--- config.mk ---
export PLATFORM = sky130hd
export DESIGN_NAME = sdram_arbiter
export DESIGN_NICKNAME = d
export VERILOG_FILES = /design/src/rtl/sdram_arbiter.sv
export SDC_FILE = /design/constraint.sdc
export NUM_CORES = 1
export LEC_CHECK = 0
export BUFFER_PORTS_ARGS = -buffer_cell sky130_fd_sc_hd__buf_2
export CELL_PAD_IN_SITES_DETAIL_PLACEMENT = 1
export CELL_PAD_IN_SITES_GLOBAL_PLACEMENT = 1
export CORE_AREA = 2 2 125 127
export CTS_CLUSTER_SIZE = 28
export DETAILED_ROUTE_END_ITERATION = 10
export DIE_AREA = 0 0 127 129
export PLACE_DENSITY_LB_ADDON = 0.15
export SLEW_MARGIN = 30
export SYNTH_ARGS = -nofsm -noshare
export SYNTH_HDL_FRONTEND = slang
export SYNTH_SLANG_ARGS = --single-unit
export TNS_END_PERCENT = 10
--- constraint.sdc ---
create_clock -name clk -period 4.8 [get_ports clk]
set_clock_uncertainty 0.2 [all_clocks]
set_input_delay 0.24 -clock clk [delete_from_list [all_inputs] [get_ports clk]]
set_output_delay 0.24 -clock clk [all_outputs]
set_load 0.05 [all_outputs]
--- src/rtl/sdram_arbiter.sv ---
// Round-robin arbiter that multiplexes NUM_PORTS requesters onto one SDRAM controller port.
// Only one transaction is outstanding; completion, controller error or timeout releases the grant.
module sdram_arbiter #(
  parameter int unsigned NUM_PORTS   = 3,
  parameter int unsigned DATA_WIDTH  = 32,
  parameter int unsigned ADDR_WIDTH  = 24,
  parameter int unsigned TIMEOUT_CYC = 1023
) (
  input  logic                                clk,
  input  logic                                rst,
  input  logic [NUM_PORTS-1:0]                p_rd,
  input  logic [NUM_PORTS*(DATA_WIDTH/8)-1:0] p_wr,
  input  logic [NUM_PORTS*ADDR_WIDTH-1:0]     p_addr,
  input  logic [NUM_PORTS*DATA_WIDTH-1:0]     p_wdata,
  output logic [NUM_PORTS-1:0]                p_ack,
  output logic [NUM_PORTS-1:0]                p_rvalid,
  output logic [NUM_PORTS-1:0]                p_wvalid,
  output logic [NUM_PORTS-1:0]                p_err,
  output logic [DATA_WIDTH-1:0]               p_rdata,
  output logic                                c_rd,
  output logic [DATA_WIDTH/8-1:0]             c_wr,
  output logic [ADDR_WIDTH-1:0]               c_addr,
  output logic [DATA_WIDTH-1:0]               c_wdata,
  input  logic                                c_rdy,
  input  logic                                c_rvalid,
  input  logic                                c_wvalid,
  input  logic                                c_err,
  input  logic [DATA_WIDTH-1:0]               c_rdata
);

  localparam int unsigned BYTES = DATA_WIDTH / 8;
  localparam int unsigned PW    = (NUM_PORTS > 1) ? $clog2(NUM_PORTS) : 1;
  localparam int unsigned CW    = (TIMEOUT_CYC > 0) ? $clog2(TIMEOUT_CYC + 1) : 1;

  localparam logic [1:0] S_IDLE  = 2'd0;
  localparam logic [1:0] S_ISSUE = 2'd1;
  localparam logic [1:0] S_WAIT  = 2'd2;

  logic [1:0]           r_state;
  logic [PW-1:0]        r_ptr;
  logic [PW-1:0]        r_g;
  logic [CW-1:0]        r_cnt;

  logic [NUM_PORTS-1:0] w_req;
  logic                 w_any;
  logic [PW-1:0]        w_win;
  logic [PW-1:0]        w_ptr_next;
  logic                 w_g_rd;
  logic [BYTES-1:0]     w_g_wr;
  logic                 w_issue;
  logic                 w_wait;
  logic                 w_cmpl;
  logic                 w_timeout;
  logic [NUM_PORTS-1:0] w_g_onehot;

  always_comb begin
    w_req = '0;
    for (int i = 0; i < NUM_PORTS; i++) begin
      w_req[i] = p_rd[i] | (|p_wr[i*BYTES +: BYTES]);
    end
  end

  // First requester at or after r_ptr, wrapping at NUM_PORTS.
  always_comb begin
    int unsigned   idx;
    logic [PW-1:0] cand;
    w_any = 1'b0;
    w_win = '0;
    for (int unsigned k = 0; k < NUM_PORTS; k++) begin
      idx = 32'(r_ptr) + k;
      if (idx >= NUM_PORTS) idx = idx - NUM_PORTS;
      cand = PW'(idx);
      if (!w_any && w_req[cand]) begin
        w_any = 1'b1;
        w_win = cand;
      end
    end
  end

  assign w_ptr_next = (r_g == PW'(NUM_PORTS - 1)) ? '0 : r_g + PW'(1);

  assign w_g_rd     = p_rd[r_g];
  assign w_g_wr     = p_wr[r_g*BYTES +: BYTES];
  assign w_g_onehot = NUM_PORTS'(1) << r_g;

  // Outputs are gated by rst so nothing leaks while reset is held.
  assign w_issue   = !rst && (r_state == S_ISSUE);
  assign w_wait    = !rst && (r_state == S_WAIT);
  assign w_cmpl    = c_rvalid | c_wvalid | c_err;
  assign w_timeout = (r_cnt == CW'(TIMEOUT_CYC));

  assign c_rd    = w_issue & w_g_rd;
  assign c_wr    = (w_issue && !w_g_rd) ? w_g_wr : '0;
  assign c_addr  = p_addr[r_g*ADDR_WIDTH +: ADDR_WIDTH];
  assign c_wdata = p_wdata[r_g*DATA_WIDTH +: DATA_WIDTH];

  assign p_ack    = (w_issue && c_rdy)    ? w_g_onehot : '0;
  assign p_rvalid = (w_wait && c_rvalid)  ? w_g_onehot : '0;
  assign p_wvalid = (w_wait && c_wvalid)  ? w_g_onehot : '0;
  assign p_rdata  = (w_wait && c_rvalid)  ? c_rdata    : '0;
  // A real completion on the timeout cycle suppresses the timeout error.
  assign p_err    = (w_wait && (c_err || (w_timeout && !c_rvalid && !c_wvalid))) ?
                    w_g_onehot : '0;

  always_ff @(posedge clk) begin
    if (rst) begin
      r_state <= S_IDLE;
      r_ptr   <= '0;
      r_g     <= '0;
      r_cnt   <= '0;
    end else begin
      case (r_state)
        S_IDLE: begin
          if (w_any) begin
            r_g     <= w_win;
            r_state <= S_ISSUE;
          end
        end
        S_ISSUE: begin
          if (c_rdy) begin
            r_cnt   <= '0;
            r_state <= S_WAIT;
          end
        end
        S_WAIT: begin
          if (w_cmpl || w_timeout) begin
            r_ptr   <= w_ptr_next;
            r_state <= S_IDLE;
          end else begin
            r_cnt <= r_cnt + CW'(1);
          end
        end
        default: r_state <= S_IDLE;
      endcase
    end
  end

endmodule

==> summary.md <==
| Metric | Value |
|---|---|
| Status | completed |
| Multi-input logic area | 2130 µm² |
| Setup Buffers After CTS | 0 |
| Antenna violation net count after detailed routing | 0 |
| Mapped Cells | 405 |
| Yosys warns | 0 |
| Post-Syn Nets | 630 |
| Via count | 4147 |
| Share of cells above drive strength 1 | 0.487 |
| Seq/Total Area, Yosys | 0.123 |
| Sink Count | 16 |
| Vias in the first global route | between 4000 and 5000 |
| Routed wire length | 15800 µm |
| Initial drt markers | 129 |
| Fin nets | approximately 930 |
| PnR worst setup slack | roughly 1.6 ns |
| GPL Wtd Cong | 0.844 |
| Maximum vdd drop | 0.0965 mV |
| Req. time, crit path | 4.36 ns |
| Commonest non-fill, non-tap cell in the layout | buf_2 |
| RSZ-0062 raised after global routing | false |
| Pin count of the biggest net entering global routing | 70 |
| Synth cell types | 44 |
| Most frequent cells in the layout | buf_2, nand2_1, o21ai_0 |
| Reg2reg setup slack | 2.61 ns |
| Crit path time final | roughly 3.2 ns |
| Root Buffer | clkbuf_16 |
| Via/cell ratio | 4.63 |
| Min-Delay Startpoint | rst |
| Die width | 127 µm |
| Worst-Margin Slew | approximately 0.68 ns |
| Per-cell routed wire length | approximately 18 µm |
| Worst reg-to-reg path cell count | 6 |
| Area growth, synth to finish | 71.3% |
| Initial Util | 0.175 |
| Global-route wire length before repair | about 23000 µm |
| Mapped Area | 2610 µm² |
| Core Region | 15000 µm² |
| Rows | 45 |
| Worst Setup End Kind | output port |
| Number of synthesized flops with an enable pin | 0 |
| Reg2reg end | r_g[0] |
| Finished Core Util | 0.299 |
| Hold EP | r_ptr[1] |
| All-Layer GR Usage | 0.178 |
| 1st-pass router iterations | 4 |
| I/O Buffers | 325 |
| IO Pins | 326 |
| CTS buffer count | 3 |
| Max Cap Viol | 0 |
| CP arrival | between 2 and 3 ns |
| Die Height | approximately 130 µm |
| Max clock buf depth | 2 |
| Post-CTS Hold Buffers | 0 |
| Fillers | 1991 |
| Fin crit share | 0.663 |
| Ys async rst share | 0 |
| Slew Limit Fails | 0 |
| FMAX | 314 MHz |
| Power Dens Cells | roughly 180 nW/µm² |
| CTS tree | done |
| Hold path depth | 2 |
| Dpl ws | roughly 1.8 ns |
| Worst r2r src | r_ptr[0] |
| Die area | around 16000 µm² |
| Number of H-tree levels | 1 |
| LEAKAGE | 2.25 nW |
| Kind of critical path | reg -> out |
| Avg Cell Area, Syn | 6.45 µm² |
| Total gr overflow | 0 |
| Sequential cell area | 325 µm² |
| Worst-path clk slew | 0.05 ns |
| Fin. Hold Viols | 0 |
| Power Total | 0.000821 W |
| Clk Latency, worst-skew pair | 0.25 ns |
| Yosys reg bits | 16 |
| Hold WC Path Type | in -> reg |
| Antenna violations before repair | 2 |
| Max transition margin | 0.543 |
| Setup violations, final | 0 |
| Post-CTS sizing | 0 |
| CP Max Fanout | 38 |
| Dpl hpwl | roughly 13000 µm |
| Residual DRC count | 0 |
| Main flop type after synthesis | dfxtp_1 |
| Setup TNS | 0 ns |
| Final Hold Slack | 0.115 ns |
| CP Launch Type | register |
==> metrics by stage <==
stage | instances | cell area (µm²)
3_3_place_gp | 889 | 4380
2_1_floorplan | 405 | 2610
5_1_grt | 895 | 4480
3_5_place_dp | 889 | 4380
6_report | 895 | 4480
4_1_cts | 893 | 4470
==> Yosys cell counts (all sizes together) (6+ instances only) <==
cell	n	area [µm²]
nand3	7	35.0
dfxtp	16	320
mux2i	62	621
a21oi	14	73.8
o21ai	64	320
nor2	29	111
inv	9	33.8
or3	6	38.8
clkbuf	28	105
nand2	70	263
nor2b	9	56.3
and3	33	206
==> cell type report <==
class	count	share of cell area
clock buffer	4	0.0198
sequential	16	0.0727
multi-input combinational	347	0.476
tap	188	0.0525
timing repair buffer	329	0.370
inverter	9	0.00755
antenna	2	0.00112
==> worst max-delay path: stages (launching register included) <==
cell and delay [ns]:
dfxtp_4 0.70, buf_4 0.63, mux2i_1 0.26, nor2_1 0.05, a21oi_1 0.19, nand3_1 0.18, nor2_1 0.18, buf_2 0.28
==> routing by layer <==
layer / global-route usage / wire (µm)
met4: 0.0356 / 134
met1: 0.192 / 5930
met5: 0 / 0
met3: 0.0383 / 1170
met2: 0.355 / 8600
==> registers in the layout (all words and copies together) (netlist names) <==
register and cells:
r_cnt 10, r_g 2, r_ptr 2, r_state 2
==> how the worst max path moves through the flow <==
stage                     startpoint    endpoint  cells after the start  slack (ns)
after global routing          r_g[1]     c_wr[3]                      7        1.28
after detailed placement      r_g[1]     c_wr[3]                      7        1.84
after global placement        r_g[1]     c_wr[0]                      7        1.92
after CTS                     r_g[1]     c_wr[3]                      7        1.56
final                         r_g[1]     c_wr[3]                      7        1.62
after floorplan               r_g[1]  c_addr[15]                      5        2.02
==> power breakdown <==
| part | internal (W) | switching, W |
|---|---|---|
| registers | 0.000135 | 0.00000643 |
| clock network | 0.000127 | 0.0000533 |
| logic | 0.000146 | 0.000353 |
==> logic make-up after synthesis <==
family                   synth area share
buffers and inverters              0.0646
flip-flops                          0.123
AND/OR/NAND/NOR                     0.342
multiplexers                        0.237
AO/OA/AOI/OAI                       0.207
XOR/XNOR                          0.00670
adder cells (fa/ha/maj)            0.0191
Power figures use the tool's default switching activity.
